[src/rtl/if_fetch_unit.sv]
// Instruction-fetch unit: drives the instruction ROM, tags each returned word with its
// address and buffers it in a small in-order FIFO feeding decode over valid/ready.
module if_fetch_unit #(
  parameter logic [31:0] RESET_ADDR = 32'h0000_0000,
  parameter int unsigned FIFO_DEPTH = 2
) (
  input  logic        clk,
  input  logic        rst_n,
  output logic        rom_ce_o,
  output logic [31:0] rom_addr_o,
  input  logic [31:0] rom_inst_i,
  input  logic        redirect_i,
  input  logic [31:0] redirect_addr_i,
  output logic        inst_valid_o,
  output logic [31:0] inst_o,
  output logic [31:0] inst_addr_o,
  input  logic        inst_ready_i
);

  localparam int unsigned PtrW = (FIFO_DEPTH > 1) ? $clog2(FIFO_DEPTH) : 1;
  localparam int unsigned CntW = PtrW + 1;
  localparam logic [CntW-1:0] Depth = CntW'(FIFO_DEPTH);

  logic [31:0]     pc_q, pc_d;
  logic            run_q;
  logic [CntW-1:0] count_q, count_d;
  logic [PtrW-1:0] rd_ptr_q, rd_ptr_d;
  logic [PtrW-1:0] wr_ptr_q, wr_ptr_d;
  logic [31:0]     mem_inst_q [FIFO_DEPTH];
  logic [31:0]     mem_addr_q [FIFO_DEPTH];

  logic pop;
  logic fetch_en;

  assign inst_valid_o = (count_q != '0);
  assign pop          = inst_valid_o & inst_ready_i;
  // A pop this cycle frees a slot, so a full FIFO can still accept a fetch.
  assign fetch_en     = run_q & ~redirect_i & ((count_q < Depth) | pop);

  assign rom_ce_o    = fetch_en;
  assign rom_addr_o  = pc_q;
  assign inst_o      = inst_valid_o ? mem_inst_q[rd_ptr_q] : 32'h0;
  assign inst_addr_o = inst_valid_o ? mem_addr_q[rd_ptr_q] : 32'h0;

  always_comb begin
    pc_d     = pc_q;
    count_d  = count_q;
    rd_ptr_d = rd_ptr_q;
    wr_ptr_d = wr_ptr_q;
    if (redirect_i) begin
      pc_d     = redirect_addr_i & 32'hFFFF_FFFC;
      count_d  = '0;
      rd_ptr_d = '0;
      wr_ptr_d = '0;
    end else begin
      if (fetch_en) begin
        pc_d     = pc_q + 32'd4;
        wr_ptr_d = wr_ptr_q + PtrW'(1);
      end
      if (pop) begin
        rd_ptr_d = rd_ptr_q + PtrW'(1);
      end
      count_d = count_q + CntW'(fetch_en) - CntW'(pop);
    end
  end

  always_ff @(posedge clk or negedge rst_n) begin
    if (!rst_n) begin
      pc_q     <= RESET_ADDR;
      run_q    <= 1'b0;
      count_q  <= '0;
      rd_ptr_q <= '0;
      wr_ptr_q <= '0;
    end else begin
      pc_q     <= pc_d;
      run_q    <= 1'b1;
      count_q  <= count_d;
      rd_ptr_q <= rd_ptr_d;
      wr_ptr_q <= wr_ptr_d;
    end
  end

  always_ff @(posedge clk or negedge rst_n) begin
    if (!rst_n) begin
      for (int i = 0; i < FIFO_DEPTH; i++) begin
        mem_inst_q[i] <= 32'h0;
        mem_addr_q[i] <= 32'h0;
      end
    end else if (fetch_en) begin
      mem_inst_q[wr_ptr_q] <= rom_inst_i;
      mem_addr_q[wr_ptr_q] <= pc_q;
    end
  end

endmodule

[config.mk]
export PLATFORM = sky130hd
export DESIGN_NAME = if_fetch_unit
export DESIGN_NICKNAME = d
export VERILOG_FILES = /design/src/rtl/if_fetch_unit.sv
export SDC_FILE = /design/constraint.sdc
export NUM_CORES = 1
export LEC_CHECK = 0
export CORE_UTILIZATION = 46
export DETAILED_ROUTE_END_ITERATION = 10
export GPL_TIMING_DRIVEN = 1
export PLACE_DENSITY_LB_ADDON = 0.1
export SYNTH_ARGS = -nofsm -noshare
export SYNTH_HDL_FRONTEND = slang
export SYNTH_SLANG_ARGS = --single-unit
[constraint.sdc]
create_clock -name clk -period 1.9 [get_ports clk]
set_input_delay 0.475 -clock clk [delete_from_list [all_inputs] [get_ports clk]]
set_output_delay 0.475 -clock clk [all_outputs]
set_load 0.05 [all_outputs]
==> run summary <==
The cell type with the highest aggregate area in the netlist was sky130_fd_sc_hd__dfrtp_1. The final layout contains 913 nets. Starting density of the core: 0.4739. The post-synthesis compound-gate area fraction works out to 0.02004. The simple-gate share of the synthesized area was 0.1108; the top fanout value on the critical path was 18.

The worst setup path is captured at an output port. The number of pins with negative max-slew slack in the final report was 0; the via count of the first global-routing pass was 5725. The logs give 46 for the placement row count and 1700 ps for the arrival time of the worst setup path. For this block, the via count after detailed routing is 5514. For this design the static power due to leakage is 0.004739 µW.

Setup repair after global routing could not meet its margin everywhere. The library cells used most frequently in the layout, excluding fill and tap cells, are 137 x sky130_fd_sc_hd__dfrtp_1, 126 x sky130_fd_sc_hd__mux2_2, 114 x sky130_fd_sc_hd__buf_4. The first global-routing pass estimated 29120 µm of wire. Ranked by total cell area, the synthesized netlist is headed by sky130_fd_sc_hd__dfrtp_1 53%, sky130_fd_sc_hd__mux2_2 19%, sky130_fd_sc_hd__mux2i_1 8.3%. The die covers 16940 µm². The minimum setup slack in the final design is -275.9 ps, and the synthesized instance count is 634. For the final database, setup skew stands at 10.29 ps. The total number of yosys warnings came out at 0. The share of the synthesized area in the top cell type works out to 0.5266. The number of sinks on the clock net is 159, and the maximum frequency from static timing analysis is 459.6 MHz.

The critical path class is flop to output port. The H-tree generated during clock tree synthesis spans 4 levels. TritonCTS built the clock tree.

The type of element launching the critical path was a flop. The sequential cell area was 4011 µm²; the largest vdd supply drop was 0.8150 mV. The run finished, with violations left. The power per unit of standard cell area is 1672 nW/µm².

The class of the most critical hold timing path is input port to flop. The mux share of post-synthesis cell area was 0.2712; the count of filler cells inserted in the layout was 1135. The post-route setup TNS was -14140 ps.

The dominant combinational cell family by area after synthesis was multiplexers. The post-synthesis share of cell area spent on full adders, half adders and majority gates came out at 0.004968. The routed design could run at a clock period as short as 2176 ps. The longest clock path from root to sink contains 2 buffers. Averaged over all synthesized cells, the footprint is 11.92 µm². Relative to the synthesized area, the layout overhead comes to 51.18%.

In this run the count of I/O pins placed on the die edge is 166. The library cell used most frequently in the layout, excluding fill and tap cells, is sky130_fd_sc_hd__dfrtp_1. Layout cell share with drive strength beyond 1: 0.5392.

In the synthesized netlist the dominant register cell turns out to be sky130_fd_sc_hd__dfrtp_1. The number of clock buffers added by TritonCTS is 17. Utilization after layout: 0.7165. The final wirelength was 18520 µm; the violation count after the first detailed-route iteration was 222. The CTS clock-pin slew for the worst setup and hold paths was 60 ps; the average wire length per cell after detail routing was 17.29 µm. At the end of routability-driven placement, the weighted congestion stood at 0.7519. The routed via count divided by cell count was 5.148. Synthesis instantiated 35 different standard cells from the library. The count of nets left with antenna violations once routing finished came out at 0.

Entering global routing, the biggest net connects 57 pins. Setup violations remaining at the end of the flow were counted as 62. Counting flops with a built-in enable in the synthesized netlist gives 0. The insertion delay of the later-clocked pin in the worst-skew pair was 430 ps. The cell at the root of the clock tree is sky130_fd_sc_hd__clkbuf_16.

The count of buffers added on input and output ports is 159. The total DRC errors in the routed layout is 0. The die is 130.2 µm tall. The share of synthesized registers carrying an async set or reset was 1.000; the number of synthesized register bits was 159. The max-cap violation count was 0. The cell area that synthesis handed to floorplanning was 7556 µm². Detailed placement ended at an HPWL of 13140 µm. The number of iterations in the first detailed-routing pass came out at 4. For the worst setup path, the data required time is 1420 ps.

Post-route clock period utilization: 1.145. The number of antenna diodes in the final layout is 0. The horizontal die dimension is 130.2 µm. Number of failing hold endpoints at the final stage: 0.

The sequential element share of the synthesized area was 0.5266. The total global-route track usage is 0.2269, and the number of antenna violations at the first check in global routing is 1. The checks that failed: negative setup slack.

The share of the synthesized netlist area taken by xor and xnor gates is 0.03709, and the core area is 15940 µm². For this run the aggregate overflow at the end of global routing stands at 0. The run gives 4109 µm² as the footprint of the multi-input gates.
registers in the layout (all words and copies together), names as in the netlist:
name,flops
mem_inst_q,64
mem_addr_q,60
rom_addr_o,30
count_q,2
rd_ptr_q,1
run_q,1
wr_ptr_q,1
cell type report:
class                   count  share of cell area
well taps                 216             0.02366
repair buffers            227              0.2069
inverters                   7            0.002300
clock buffers              18             0.03757
flip-flops and latches    159              0.3511
clock inverters            14             0.01873
multi-input cells         430              0.3597
kinds of logic after synthesis:
kind of cell	count (synthesis)
muxes	189
and+or+nand+nor	172
DFF	159
buffers and inverters	48
xor gates and xnor gates	32
AOI/OAI and AO/OA	29
adders and majority gates	3
other	2
timing repair:
action / 4_1_cts / 5_1_grt
hold endpoints to repair: 32 / 0
hold buffers: 1 / 0
setup endpoints to repair: 63 / 69
buffers inserted: 2 / 3
pin swaps: 0 / 1
gates resized for setup: 32 / 34
per-stage QoR:
| step | worst slack [ps] | std cells | hold slack (ps) | total power [µW] | area [µm²] |
|---|---|---|---|---|---|
| 6_report | -275.9 | 1071 | 384.8 | 19100 | 11420 |
| 2_1_floorplan | -41.99 | 637 | 179.4 | 11570 | 8088 |
| 3_5_place_dp | -329.5 | 1033 | 399.3 | 14750 | 10430 |
| 3_3_place_gp | -309.0 | 1033 | 388.4 | 14470 | 10430 |
| 4_1_cts | -272.1 | 1068 | 365.7 | 18890 | 11230 |
| 5_1_grt | -328.6 | 1071 | 388.0 | 19990 | 11420 |
cells in the mapped netlist (all sizes together) (2+ instances only):
master and number:
xnor2 23, nor4 9, nor4b 2, mux2i 63, xor2 9, nor3 7
ha 3, and4 2, buf 16, clkbuf 25, mux2 126, nor2b 2
dfrtp 159, or3 3, nor2 71, and3 2, and2 3, nand2 42
o21ai 28, conb 2, inv 7, nand4 13, nand3 13
path summary, 6_finish.rpt:
check                               start         endpoint  slack, ps  depth (start not counted)
setup / recovery                 rd_ptr_q  inst_addr_o[11]       -280                          4
hold / removal                 redirect_i         wr_ptr_q        380                          2
setup reg to reg               count_q[1]   rom_addr_o[22]        130                          7
hold reg to reg            mem_inst_q[31]   mem_inst_q[31]        500                          1
max in group asynchronous           rst_n   rom_addr_o[19]        730                          3
min in group asynchronous           rst_n   mem_inst_q[33]        530                          2
report_power, final:
part,internal [µW],switching [µW]
logic,4320,5510
registers,4670,895
clock network,2330,1380
total,11300,7780
worst max-delay path: stages (launching register included):
cell	delay, ps
sky130_fd_sc_hd__dfrtp_4	490
sky130_fd_sc_hd__buf_12	210
sky130_fd_sc_hd__mux2i_1	320
sky130_fd_sc_hd__nor2_4	60
sky130_fd_sc_hd__buf_4	190
routing by layer:
layer,part of all wire,GRT usage
met1,0.43,0.2868
met2,0.51,0.3842
met3,0.052,0.06068
met4,0.010,0.06088
met5,0,0
(Power assumes the default switching activity.)
